File: src/rtl/fetch_pkg.sv
// rtl/fetch_pkg.sv - shared state encoding, exception codes and default vectors for fetch
package fetch_pkg;

    typedef enum logic [1:0] {
        BOOT  = 2'd0,
        RUN   = 2'd1,
        FAULT = 2'd2
    } fetch_state_t;

    localparam logic [4:0]  EXC_ADEL = 5'd4;
    localparam logic [4:0]  EXC_NONE = 5'd0;

    localparam logic [31:0] DEF_RESET_PC   = 32'h0000_3000;
    localparam logic [31:0] DEF_HANDLER_PC = 32'h0000_4180;
    localparam logic [31:0] DEF_TEXT_LO    = 32'h0000_3000;
    localparam logic [31:0] DEF_TEXT_HI    = 32'h0000_6ffc;

endpackage

File: src/rtl/fetch_addr_chk.sv
// rtl/fetch_addr_chk.sv - combinational word-alignment and text-range check for an instruction address
module fetch_addr_chk
    import fetch_pkg::*;
#(
    parameter logic [31:0] TEXT_LO = DEF_TEXT_LO,
    parameter logic [31:0] TEXT_HI = DEF_TEXT_HI
) (
    input  logic [31:0] addr,
    output logic        adel
);

    // unsigned compares: addresses above 2^31 must not read as negative
    assign adel = (addr[1:0] != 2'b00) || (addr < TEXT_LO) || (addr > TEXT_HI);

endmodule

File: src/rtl/fetch_ctrl.sv
// rtl/fetch_ctrl.sv - F-stage PC sequencer with next-PC arbitration and fetch exception reporting
module fetch_ctrl
    import fetch_pkg::*;
#(
    parameter logic [31:0] RESET_PC   = DEF_RESET_PC,
    parameter logic [31:0] HANDLER_PC = DEF_HANDLER_PC,
    parameter logic [31:0] TEXT_LO    = DEF_TEXT_LO,
    parameter logic [31:0] TEXT_HI    = DEF_TEXT_HI
) (
    input  logic        clk,
    input  logic        reset,
    input  logic        Req,
    input  logic        D_eret,
    input  logic [31:0] EPC,
    input  logic        D_jump,
    input  logic        D_taken,
    input  logic [31:0] D_target,
    input  logic        Stop_F,
    output logic [31:0] PC_F_Out,
    output logic [31:0] PCPlus4_F_Out,
    output logic        F_valid_Out,
    output logic        F_isdelay_Out,
    output logic        F_AdEL_Out,
    output logic [4:0]  F_ExcCode_Out
);

    fetch_state_t st, st_next;
    logic [31:0]  pc_q, pc_next;
    logic         bypass;
    logic         addr_bad;
    logic         adel;

    // eret fills its own slot with EPC, so the fetch address is bypassed this cycle
    assign bypass        = D_eret && !Stop_F;
    assign PC_F_Out      = bypass ? EPC : pc_q;
    assign PCPlus4_F_Out = PC_F_Out + 32'd4;

    fetch_addr_chk #(
        .TEXT_LO (TEXT_LO),
        .TEXT_HI (TEXT_HI)
    ) u_addr_chk (
        .addr (PC_F_Out),
        .adel (addr_bad)
    );

    assign adel = addr_bad && !bypass;

    always_ff @(posedge clk or posedge reset) begin
        if (reset) begin
            st   <= BOOT;
            pc_q <= RESET_PC;
        end else begin
            st   <= st_next;
            pc_q <= pc_next;
        end
    end

    always_comb begin
        st_next       = st;
        pc_next       = pc_q;
        F_valid_Out   = 1'b0;
        F_AdEL_Out    = 1'b0;
        F_ExcCode_Out = EXC_NONE;
        case (st)
            BOOT: begin
                st_next = RUN;
                if (Req) pc_next = HANDLER_PC;
            end
            RUN: begin
                F_valid_Out = 1'b1;
                if (adel) begin
                    F_AdEL_Out    = 1'b1;
                    F_ExcCode_Out = EXC_ADEL;
                end
                if (Req)          pc_next = HANDLER_PC;
                else if (Stop_F)  pc_next = pc_q;
                else if (adel)    st_next = FAULT;
                else if (D_eret)  pc_next = EPC + 32'd4;
                else if (D_taken) pc_next = D_target;
                else              pc_next = pc_q + 32'd4;
            end
            FAULT: begin
                // parked until CP0 redirects, so the fault is reported only once
                if (Req) begin
                    pc_next = HANDLER_PC;
                    st_next = RUN;
                end else if (bypass) begin
                    pc_next = EPC + 32'd4;
                    st_next = RUN;
                end
            end
            default: st_next = BOOT;
        endcase
    end

    assign F_isdelay_Out = D_jump && F_valid_Out;

endmodule
File: config.mk
export PLATFORM = sky130hd
export DESIGN_NAME = fetch_ctrl
export DESIGN_NICKNAME = d
export VERILOG_FILES = /design/src/rtl/fetch_pkg.sv /design/src/rtl/fetch_addr_chk.sv /design/src/rtl/fetch_ctrl.sv
export SDC_FILE = /design/constraint.sdc
export NUM_CORES = 1
export LEC_CHECK = 0
export BUFFER_PORTS_ARGS = -buffer_cell sky130_fd_sc_hd__buf_2
export CORE_MARGIN = 4
export CORE_UTILIZATION = 46
export CTS_BUF_LIST = sky130_fd_sc_hd__clkbuf_8 sky130_fd_sc_hd__clkbuf_16
export DETAILED_ROUTE_END_ITERATION = 10
export PLACE_DENSITY_LB_ADDON = 0.1
export RECOVER_POWER = 50
export SYNTH_ARGS = -nofsm -noshare
export SYNTH_HDL_FRONTEND = slang
export SYNTH_SLANG_ARGS = --single-unit
File: constraint.sdc
create_clock -name clk -period 3.1 [get_ports clk]
set_input_delay 0.155 -clock clk [delete_from_list [all_inputs] [get_ports clk]]
set_output_delay 0.155 -clock clk [all_outputs]
set_load 0.005 [all_outputs]
* After elaboration in Yosys (flattened, before gate mapping) *
Cells that the tools add are included.

word-level totals
  word-level logic and storage cells = 49
  input bits = 71
  register bits = 34

cells by class
  muxes and demuxes = 21
  magnitude comparators = 2
  eq/ne operators = 9
  $add $sub $neg = 3
  reduce and logical (&&, ||, !) cells = 12

operators with widths
  kind                                                                                number
  32-bit 2-to-1 mux                                                                   9
  32-bit by 3-bit adder with 32-bit output (second input constant)                    3
  32-bit case mux with 3 select lines                                                 1
  32-bit by 15-bit greater-than comparator with 1-bit output (second input constant)  1
  32-bit by 14-bit less-than comparator with 1-bit output (second input constant)     1
  2-bit 2-to-1 mux                                                                    5
  3-bit != test (second input constant)                                               3
  2-bit != test (second input constant)                                               4
  3-bit 2-to-1 mux                                                                    2
  2-bit case mux with 3 select lines                                                  1
  5-bit AND reduction                                                                 1
  4-bit AND reduction                                                                 1
  1-bit logical AND                                                                   3
  1-bit 2-to-1 mux                                                                    3
  3-bit nonzero test                                                                  1
  2-bit by 1-bit == test with 1-bit output (second input constant)                    1
  2-bit == test (second input constant)                                               1
  1-bit zero test                                                                     2
  2-bit zero test                                                                     1
  1-bit logical OR                                                                    2
  2-bit nonzero test                                                                  1

* Depth between registers and ports, before layout *
Gate-level depths: netlist (run 1).

  word-level depth = 11
  depth in mapped cells = 13
  depth with buffers taken out = 8

* By module *
A second synthesis (run 1) with hierarchy kept.

second synthesis, totals
  cells, all modules = 601
  area, all modules = 4,215.3 sq um

by module, submodules not included
  module          sequential area each (sq um)  cells an instance  area an instance (sq um)  times used
  fetch_ctrl      853.3                         592                4,160.2                   1
  fetch_addr_chk  0.0                           9                  55.1                      1

* Worst setup path after synthesis (run 1) *
No wires, ideal clock.

  kind = input port to output port
  start point = input D_eret
  end point = output PCPlus4_F_Out[26]
  setup slack = 0.211 ns
  data arrival time = 2.734 ns
  cell stages on the path = 13
  path buffers = 5
  required time = 2.945 ns
  cells stage by stage = buf_4 nand2b_1 buf_2 buf_6 buf_2 buf_1 mux2i_1 inv_1 ha_1 nand4_1 or4_4 nor3_2 xor2_1

between the ends
  cells in the longest elaborated chain, start to end = 3

ends and longest elaborated chain
  element                                   line              RTL
  from (decl)                               fetch_ctrl.sv:13  input logic D_eret,
  1-bit logical AND                         fetch_ctrl.sv:34  assign bypass = D_eret && !Stop_F;
  32-bit 2-to-1 mux                         fetch_ctrl.sv:35  assign PC_F_Out = bypass ? EPC : pc_q;
  named net PC_F_Out[2]                     fetch_ctrl.sv:19  output logic [31:0] PC_F_Out,
  32-bit by 3-bit adder with 32-bit output  fetch_ctrl.sv:36  assign PCPlus4_F_Out = PC_F_Out + 32'd4;
  to (decl)                                 fetch_ctrl.sv:20  output logic [31:0] PCPlus4_F_Out,

The timed path passes the listed nets, and every way through them passes these cells.

* Worst setup path in the final report (run 1) *
  start point = input Stop_F
  end point = output PCPlus4_F_Out[28]

between the ends
  cells in the longest elaborated chain, start to end = 4

ends and longest elaborated chain
  element                                   line              RTL
  from (decl)                               fetch_ctrl.sv:18  input logic Stop_F,
  1-bit zero test                           fetch_ctrl.sv:34
  1-bit logical AND                         fetch_ctrl.sv:34
  32-bit 2-to-1 mux                         fetch_ctrl.sv:35
  32-bit by 3-bit adder with 32-bit output  fetch_ctrl.sv:36

Every way passes these cells.

==> results of run 1 <==
==> worst reg2reg max path, stage by stage, from the launching register on <==
cell       delay [ps]
dfrtp_1           430
inv_1             100
ha_1              380
a21oi_1           120
buf_4             190
nor2_1            890
nand2_1           120
mux2i_1           180
a211oi_1           70
o2bb2ai_1         170
==> area by class of cell <==
class	count	area, sq um
Sequential cell	34	853
Multi-Input combinational cell	507	3200
Timing Repair Buffer	163	852
Fill cell	912	3960
Clock buffer	6	82.6
Tap cell	111	139
Inverter	28	105
Clock inverter	2	8.76
==> sequential cells by signal, summed over array words and instances, names as in the netlist <==
register  count
st            2
pc_q         32
==> per-stage QoR <==
| step | total power (uW) | hold WS (ps) |
|---|---|---|
| global placement | 2520 | 279 |
| floorplan | 1820 | 295 |
| CTS | 2890 | 166 |
| finish | 2910 | 167 |
| global route | 3110 | 186 |
| detailed placement | 2540 | 276 |
==> report_power, final <==
group / internal [uW] / switching [uW] / total (uW)
Sequential: 567 / 246 / 813
Combinational: 723 / 1020 / 1750
Clock: 176 / 175 / 351
==> cell usage after synthesis (16+ instances only) <==
cell	instances	area [sq um]
o21ai_0	35	175
nor2_1	41	154
inv_1	28	105
nand4_1	17	106
clkbuf_1	27	101
nand2_1	112	420
nor3_1	16	80.1
dfrtp_1	32	801
a21oi_1	19	95.1
nand3_1	28	140
xnor2_1	45	394
nor4_1	19	119
mux2i_1	28	280
==> logic make-up (layout without fill, tap and decap cells) <==
logic type / after synthesis / count (layout) / synth area share [%]
other: 1 / 4 / 0.0865
adder cells (fa/ha/maj): 7 / 7 / 2.02
multiplexers: 33 / 33 / 7.76
flip-flops: 34 / 34 / 19.7
AO/OA/AOI/OAI: 119 / 119 / 18.6
XOR/XNOR: 59 / 59 / 11.9
AND/OR/NAND/NOR: 285 / 285 / 32.8
buffers and inverters: 68 / 199 / 7.19
==> metal layers <==
| metal | routed length, microns | GRT usage [%] |
|---|---|---|
| met5 | 0 | 0 |
| met4 | 295 | 8.62 |
| met3 | 1830 | 6.61 |
| met2 | 6890 | 41.9 |
| met1 | 7090 | 40.7 |
==> worst max-delay path by stage <==
| stage | start | end | cells after the start | slack, ps |
|---|---|---|---|---|
| CTS | pc_q[19] | PCPlus4_F_Out[28] | 6 | 300 |
| detailed placement | Stop_F | PCPlus4_F_Out[28] | 8 | 350 |
| finish | Stop_F | PCPlus4_F_Out[28] | 9 | 220 |
| floorplan | D_eret | PCPlus4_F_Out[26] | 13 | 210 |
| global route | Stop_F | PCPlus4_F_Out[18] | 9 | 80 |
| global placement | Stop_F | PCPlus4_F_Out[28] | 8 | 410 |
==> flow_metrics.py, run 1 <==
metrics = {
    "route": {
        "first_pass_iters": 5,
        "drc": 0,
        "ant_nets": 0,
        "first_iter_violations": 410,
        "vias_per_cell": 5.95,
        "drt_wl_total_mm": 16.1,
        "wl_per_cell_microns": 18.9,
        "vias": 5064,
    },
    "setup_path": {
        "cp.arrival_ps": 2720,
        "path_cells": "buf_2 -> and2b_4 -> clkbuf_1 -> mux2_2 -> nand4bb_1 -> or4_4 -> nor4_4 -> xnor2_1 -> buf_2",
        "criticalPathCategory": "primary input to primary output",
        "critPathBufInv": 3,
        "worstSetupEndpointType": "primary output",
        "slowest_delay_ps": 610,
        "cpLargestDelayFamily": "simple AND/OR/NAND/NOR gates",
        "cp.required_ps": 2940,
        "cp-start-kind": "primary input",
        "reg2reg_setup_slack_ps": 390,
        "worstRegToRegCells": 9,
        "cp_max_fo": 20,
        "r2r-start": "st[1]",
        "crit_top_cell": "buf_2",
        "slowest_stage": "or4_4",
        "reg2reg_to": "pc_q[29]",
    },
    "layout": {
        "n_antenna_cell": 0,
        "final_cell_mix": "127 x buf_2, 112 x nand2_1, 45 x xnor2_1",
        "drive_gt1_share_pct": 23.1,
        "layout_commonest_cell": "buf_2",
        "fin_cells": 851,
        "post-route-util_pct": 57.0,
        "area_growth_pct": 20.9,
        "postLayoutCellArea_sq_mm": 0.00524,
        "nNetsFinal": 817,
    },
    "hold_path": {
        "min_to": "pc_q[0]",
        "hold_path.class": "primary input to flip-flop",
        "min_path_cells": 3,
        "min-delay-start": "D_target[0]",
    },
    "floorplanning": {
        "row_count": 35,
        "fp.dieArea_sq_mm": 0.0110,
        "fp.dieW_microns": 105,
        "io_pins": 143,
        "die_h_microns": 105,
        "start_util_pct": 47.1,
        "core_sq_mm": 0.00920,
    },
    "clocking": {
        "cts_tree": "yes",
        "post_cts_buffers": 0,
        "clock_sinks": 34,
        "numCtsBuffers": 5,
        "clk_latency_ps": 300,
        "htree_levels": 2,
        "cts_hold_buf": 1,
        "clock_path_buffers": 2,
        "cts.clk_slew.worst_paths_ps": 70,
        "post_cts_resized": 0,
        "clockRootBuffer": "clkbuf_8",
    },
    "place": {
        "place_area_sq_mm": 0.00517,
        "dp.cells": 842,
        "place.gp.congestion": 0.982,
        "place_hpwl_mm": 12.9,
        "io_buffer_count": 138,
        "place_worst_setup_slack_ps": 347,
    },
    "timing": {
        "worst_slack_ps": 222,
        "timing.setup.tns_ps": 0,
        "grt_setup_unrepaired": "false",
        "setup_viol": 0,
        "maxSlewViolCount": 35,
        "finalCriticalPeriod_ps": 2880,
        "fmax_mhz": 347,
        "fin_crit_sh_pct": 92.8,
        "finalHoldViolCount": 0,
        "tightestPinTransition_ps": 1950,
        "finClkSkew_ps": 9.10,
        "relSlewSlack_pct": -29.7,
    },
    "logic_synthesis": {
        "async_reset_ff_share_pct": 100,
        "yosys_warnings": 0,
        "syn_area_per_cell_sq_um": 7.15,
        "synthesis.area_sq_mm": 0.00434,
        "yosys_most_used_dff": "dfrtp_1",
        "synth_cell_type_count": 61,
        "ys_seq_area_share_pct": 19.7,
        "netlist_instances": 606,
        "synth_edf_count": 0,
        "yosys_register_bits": 34,
    },
    "pwr": {
        "power_leakage_uw": 0.00243,
        "worst_ir_drop_vdd_uv": 471,
        "pwr_density_cell_mw_per_mm2": 555,
    },
    "grt": {
        "grt_pass1_vias": 4655,
        "gr-usage-all-layers_pct": 28.3,
        "antenna_found_initial": 0,
        "grt_pass1_wl_mm": 25.1,
        "grt_overflow": 0,
        "grt_max_degree": 47,
    },
    "flow_run": {
        "maxCapViolations": 1,
    },
    "run_status": {
        "status": "finished with violations",
        "failed_checks": "capacitance limit, slew limit",
    },
}
(Power assumes the default switching activity.)
==> inputs of run 2 (changes only) <==
--- a/config.mk
+++ b/config.mk
@@ -7,7 +7,7 @@
 export LEC_CHECK = 0
 export BUFFER_PORTS_ARGS = -buffer_cell sky130_fd_sc_hd__buf_2
 export CORE_MARGIN = 4
-export CORE_UTILIZATION = 46
+export CORE_UTILIZATION = 53
 export CTS_BUF_LIST = sky130_fd_sc_hd__clkbuf_8 sky130_fd_sc_hd__clkbuf_16
 export DETAILED_ROUTE_END_ITERATION = 10
 export PLACE_DENSITY_LB_ADDON = 0.1
==> flow_metrics.py, run 2 (synthesized netlist as in run 1, its figures left out) <==
metrics = {
    "layout": {
        "post-route-util_pct": 66.2,
        "postLayoutCellArea_sq_mm": 0.00519,
        "area_growth_pct": 19.8,
        "nNetsFinal": 812,
        "reg_top3": "pc_q (32), st (2)",
        "n_antenna_cell": 0,
        "drive_gt1_share_pct": 22.3,
        "top_register": "pc_q",
        "layout_commonest_cell": "buf_2",
        "largest_reg_flops": 32,
        "final_cell_mix": "124 x buf_2, 112 x nand2_1, 45 x xnor2_1",
    },
    "clocking": {
        "cts_hold_buf": 1,
        "clock_sinks": 34,
        "post_cts_buffers": 0,
        "clockRootBuffer": "clkbuf_8",
        "clk_latency_ps": 290,
        "cts_tree": "yes",
        "htree_levels": 2,
        "numCtsBuffers": 5,
        "cts.clk_slew.worst_paths_ps": 80,
        "clock_path_buffers": 2,
        "post_cts_resized": 0,
    },
    "pwr": {
        "fin_total_pwr_uw": 2890,
        "pwr_density_cell_mw_per_mm2": 556,
        "power_leakage_uw": 0.00240,
        "worst_ir_drop_vdd_uv": 535,
    },
    "setup_path": {
        "worstRegToRegCells": 6,
        "crit_path_start": "Stop_F",
        "worstSetupEndpoint": "PCPlus4_F_Out[31]",
        "path_cells": "buf_2 -> and2b_4 -> clkbuf_1 -> mux2_1 -> nand4bb_1 -> nor4_4 -> nor3b_1 -> xor2_1 -> buf_2",
        "cp.required_ps": 2940,
        "criticalPathCategory": "primary input to primary output",
        "reg2reg_to": "pc_q[27]",
        "worstSetupEndpointType": "primary output",
        "slowest_stage": "and2b_4",
        "reg2reg_setup_slack_ps": 360,
        "cp.arrival_ps": 2680,
        "crit_top_cell": "buf_2",
        "cp_max_fo": 23,
        "cp.depth": 9,
        "critPathBufInv": 3,
        "cp-start-kind": "primary input",
        "cpLargestDelayFamily": "simple AND/OR/NAND/NOR gates",
        "r2r-start": "st[1]",
        "slowest_delay_ps": 490,
    },
    "floorplanning": {
        "core_sq_mm": 0.00785,
        "die_h_microns": 98.4,
        "start_util_pct": 55.2,
        "row_count": 32,
        "fp.dieArea_sq_mm": 0.00969,
        "io_pins": 143,
        "fp.dieW_microns": 98.4,
    },
    "grt": {
        "grt_pass1_vias": 4890,
        "grt_max_degree": 47,
        "gr-usage-all-layers_pct": 31.5,
        "grt_overflow": 0,
        "antenna_found_initial": 0,
        "grt_pass1_wl_mm": 25.1,
    },
    "route": {
        "vias": 5216,
        "first_pass_iters": 6,
        "wl_per_cell_microns": 19.0,
        "drt_wl_total_mm": 15.9,
        "drc": 0,
        "ant_nets": 0,
        "first_iter_violations": 585,
        "vias_per_cell": 6.23,
    },
    "place": {
        "io_buffer_count": 138,
        "place.gp.congestion": 1.00,
        "place_area_sq_mm": 0.00512,
        "place_hpwl_mm": 12.5,
    },
    "timing": {
        "maxSlewViolCount": 35,
        "timing.setup.tns_ps": 0,
        "finalHoldViolCount": 0,
        "fin_crit_sh_pct": 91.5,
        "relSlewSlack_pct": -29.9,
        "fmax_mhz": 352,
        "grt_setup_unrepaired": "false",
        "finalCriticalPeriod_ps": 2840,
        "setup_viol": 0,
        "finClkSkew_ps": 2.75,
        "tightestPinTransition_ps": 1950,
    },
    "hold_path": {
        "min-delay-start": "D_target[29]",
        "hold_path.class": "primary input to flip-flop",
    },
    "run_status": {
        "failed_checks": "capacitance limit, slew limit",
        "status": "finished with violations",
    },
    "flow_run": {
        "maxCapViolations": 1,
    },
}
## run 2: cell type report
type / count / area, sq um
Sequential cell: 34 / 853
Clock buffer: 6 / 82.6
Timing Repair Buffer: 158 / 815
Multi-Input combinational cell: 507 / 3200
Inverter: 28 / 105
Tap cell: 102 / 128
Fill cell: 747 / 2650
Clock inverter: 2 / 12.5
## run 2: power breakdown
| part | switching [uW] | internal (uW) |
|---|---|---|
| logic | 1030 | 687 |
| registers | 247 | 567 |
| clock network | 176 | 179 |
| total | 1450 | 1430 |
## run 2: stage by stage
stage / std cells / hold WS, ps / worst slack (ps)
after detailed placement: 828 / 279 / 341
after global placement: 828 / 276 / 419
after global routing: 837 / 191 / 128
final: 837 / 165 / 263
after CTS: 837 / 168 / 329
after floorplan: 609 / 295 / 211
## run 2: worst min-delay path by stage
stage | end | slack (ps) | cells after the start
final | pc_q[29] | 160 | 3
after detailed placement | pc_q[21] | 280 | 3
after global routing | pc_q[29] | 190 | 3
after global placement | pc_q[21] | 280 | 3
after CTS | pc_q[29] | 170 | 3
after floorplan | pc_q[0] | 300 | 1
## run 2: per-layer routing
layer  global-route usage (%)  routed length (microns)  part of all wire [%]
met5                        0                        0                     0
met4                     7.14                      236                   1.5
met3                     5.80                     1930                    12
met2                     48.5                     7030                    44
met1                     46.1                     6680                    42
## run 2: worst min-delay path, cell delays in order
cell and delay [ps]:
buf_2 80, a211oi_1 60, o2bb2ai_1 130
==> inputs of run 3 (changes only) <==
--- a/config.mk
+++ b/config.mk
@@ -7,8 +7,9 @@
 export LEC_CHECK = 0
 export BUFFER_PORTS_ARGS = -buffer_cell sky130_fd_sc_hd__buf_2
 export CORE_MARGIN = 4
-export CORE_UTILIZATION = 53
+export CORE_UTILIZATION = 45
 export CTS_BUF_LIST = sky130_fd_sc_hd__clkbuf_8 sky130_fd_sc_hd__clkbuf_16
+export CTS_CLUSTER_SIZE = 8
 export DETAILED_ROUTE_END_ITERATION = 10
 export PLACE_DENSITY_LB_ADDON = 0.1
 export RECOVER_POWER = 50
==> flow_metrics.py, run 3 (synthesized netlist as in run 1, its figures left out) <==
metrics = {
    "run_status": {
        "status": "finished clean",
    },
    "clocking": {
        "clock_path_buffers": 2,
        "cts_hold_buf": 0,
        "clk_latency_ps": 290,
        "cts_tree": "yes",
        "htree_levels": 2,
        "numCtsBuffers": 5,
        "clock_sinks": 34,
        "clockRootBuffer": "clkbuf_8",
        "post_cts_buffers": 0,
        "cts.clk_slew.worst_paths_ps": 70,
        "post_cts_resized": 0,
    },
    "setup_path": {
        "cp-start-kind": "primary input",
        "cp.arrival_ps": 2640,
        "slowest_stage": "and2b_4",
        "worstSetupEndpointType": "primary output",
        "slowest_delay_ps": 480,
        "cp_max_fo": 19,
        "path_cells": "clkbuf_1 -> and2b_4 -> clkbuf_1 -> mux2i_1 -> or2_2 -> or4_4 -> nor4_4 -> xnor2_1 -> buf_2",
        "cp.required_ps": 2940,
        "crit_top_cell": "clkbuf_1",
        "reg2reg_setup_slack_ps": 400,
        "criticalPathCategory": "primary input to primary output",
    },
    "place": {
        "place_hpwl_mm": 13.0,
        "dp.cells": 861,
        "io_buffer_count": 138,
        "place.gp.congestion": 0.948,
    },
    "layout": {
        "drive_gt1_share_pct": 22.8,
        "layout_commonest_cell": "buf_2",
        "post-route-util_pct": 56.4,
        "top_register": "pc_q",
        "largest_reg_flops": 32,
        "nNetsFinal": 817,
        "final_cell_mix": "122 x buf_2, 112 x nand2_1, 45 x xnor2_1",
        "reg_top3": "pc_q (32), st (2)",
        "area_growth_pct": 21.4,
        "n_antenna_cell": 0,
        "fin_cells": 869,
    },
    "timing": {
        "relSlewSlack_pct": 18.9,
        "grt_setup_unrepaired": "false",
        "maxSlewViolCount": 0,
        "tightestPinTransition_ps": 1210,
        "setup_viol": 0,
        "finClkSkew_ps": 9.70,
        "finalCriticalPeriod_ps": 2800,
        "whs_ps": 122,
        "finalHoldViolCount": 0,
        "fmax_mhz": 357,
        "timing.setup.tns_ps": 0,
        "fin_crit_sh_pct": 90.3,
    },
    "grt": {
        "grt_pass1_wl_mm": 25.3,
        "antenna_found_initial": 0,
        "grt_overflow": 0,
        "use_met3_pct": 5.16,
        "gr-usage-all-layers_pct": 28.0,
        "met1_usage_pct": 40.5,
        "grt_busiest_layer": "met2",
        "grt_pass1_vias": 4720,
        "met2_usage_pct": 42.0,
        "grt_max_degree": 47,
    },
    "floorplanning": {
        "io_pins": 143,
        "fp.dieArea_sq_mm": 0.0113,
        "row_count": 35,
        "die_h_microns": 106,
        "start_util_pct": 46.5,
        "fp.dieW_microns": 106,
        "core_sq_mm": 0.00933,
    },
    "route": {
        "vias_per_cell": 5.82,
        "first_pass_iters": 5,
        "ant_nets": 0,
        "drt_wl_total_mm": 16.2,
        "drc": 0,
        "wl_per_cell_microns": 18.7,
        "vias": 5056,
        "first_iter_violations": 422,
    },
    "pwr": {
        "power_leakage_uw": 0.00243,
        "pwr_density_cell_mw_per_mm2": 553,
        "worst_ir_drop_vdd_uv": 471,
        "fin_total_pwr_uw": 2910,
    },
    "hold_path": {
        "hold_path.class": "primary input to asynchronous set/reset pin",
    },
    "flow_run": {
        "maxCapViolations": 0,
    },
}
## run 3: worst paths after layout
kind / depth (start not counted) / start / to
worst max register to register: 9 / st[1] / pc_q[27]
min in group clk: 3 / D_target[29] / pc_q[29]
worst min register to register: 1 / pc_q[1] / pc_q[1]
worst max-delay path: 9 / Stop_F / PCPlus4_F_Out[28]
worst min-delay path: 2 / reset / pc_q[22]
max in group asynchronous: 3 / reset / pc_q[13]
## run 3: power breakdown
part | internal [uW] | switching (uW)
clock | 176 | 171
combinational | 711 | 1040
sequential | 567 | 238
## run 3: critical path: cells and delay by family
family / cells / cell delay, ps
and+or+nand+nor: 4 / 1520
buffers and inverters: 3 / 570
xor gates and xnor gates: 1 / 140
muxes: 1 / 260
## run 3: per-layer routing
layer | up-vias | share of wire, %
li1 | 2413 | -
met1 | 2346 | 44
met2 | 267 | 43
met3 | 30 | 11
met4 | 0 | 2.3
met5 | - | 0
## run 3: stage by stage
step / cell area, sq um / setup slack (ps)
after floorplan: 4350 / 211
after global placement: 5200 / 331
after detailed placement: 5200 / 240
after CTS: 5290 / 238
after global routing: 5260 / 135
final: 5260 / 301
## run 3: area by class of cell
cell class                 instances  area (sq um)
sequential                        34           853
fill                             959          4070
inverter                          28           105
tap                              129           161
multi-input combinational        507          3200
clock buffer                       6          82.6
timing repair buffer             163           848
clock inverter                     2          8.76
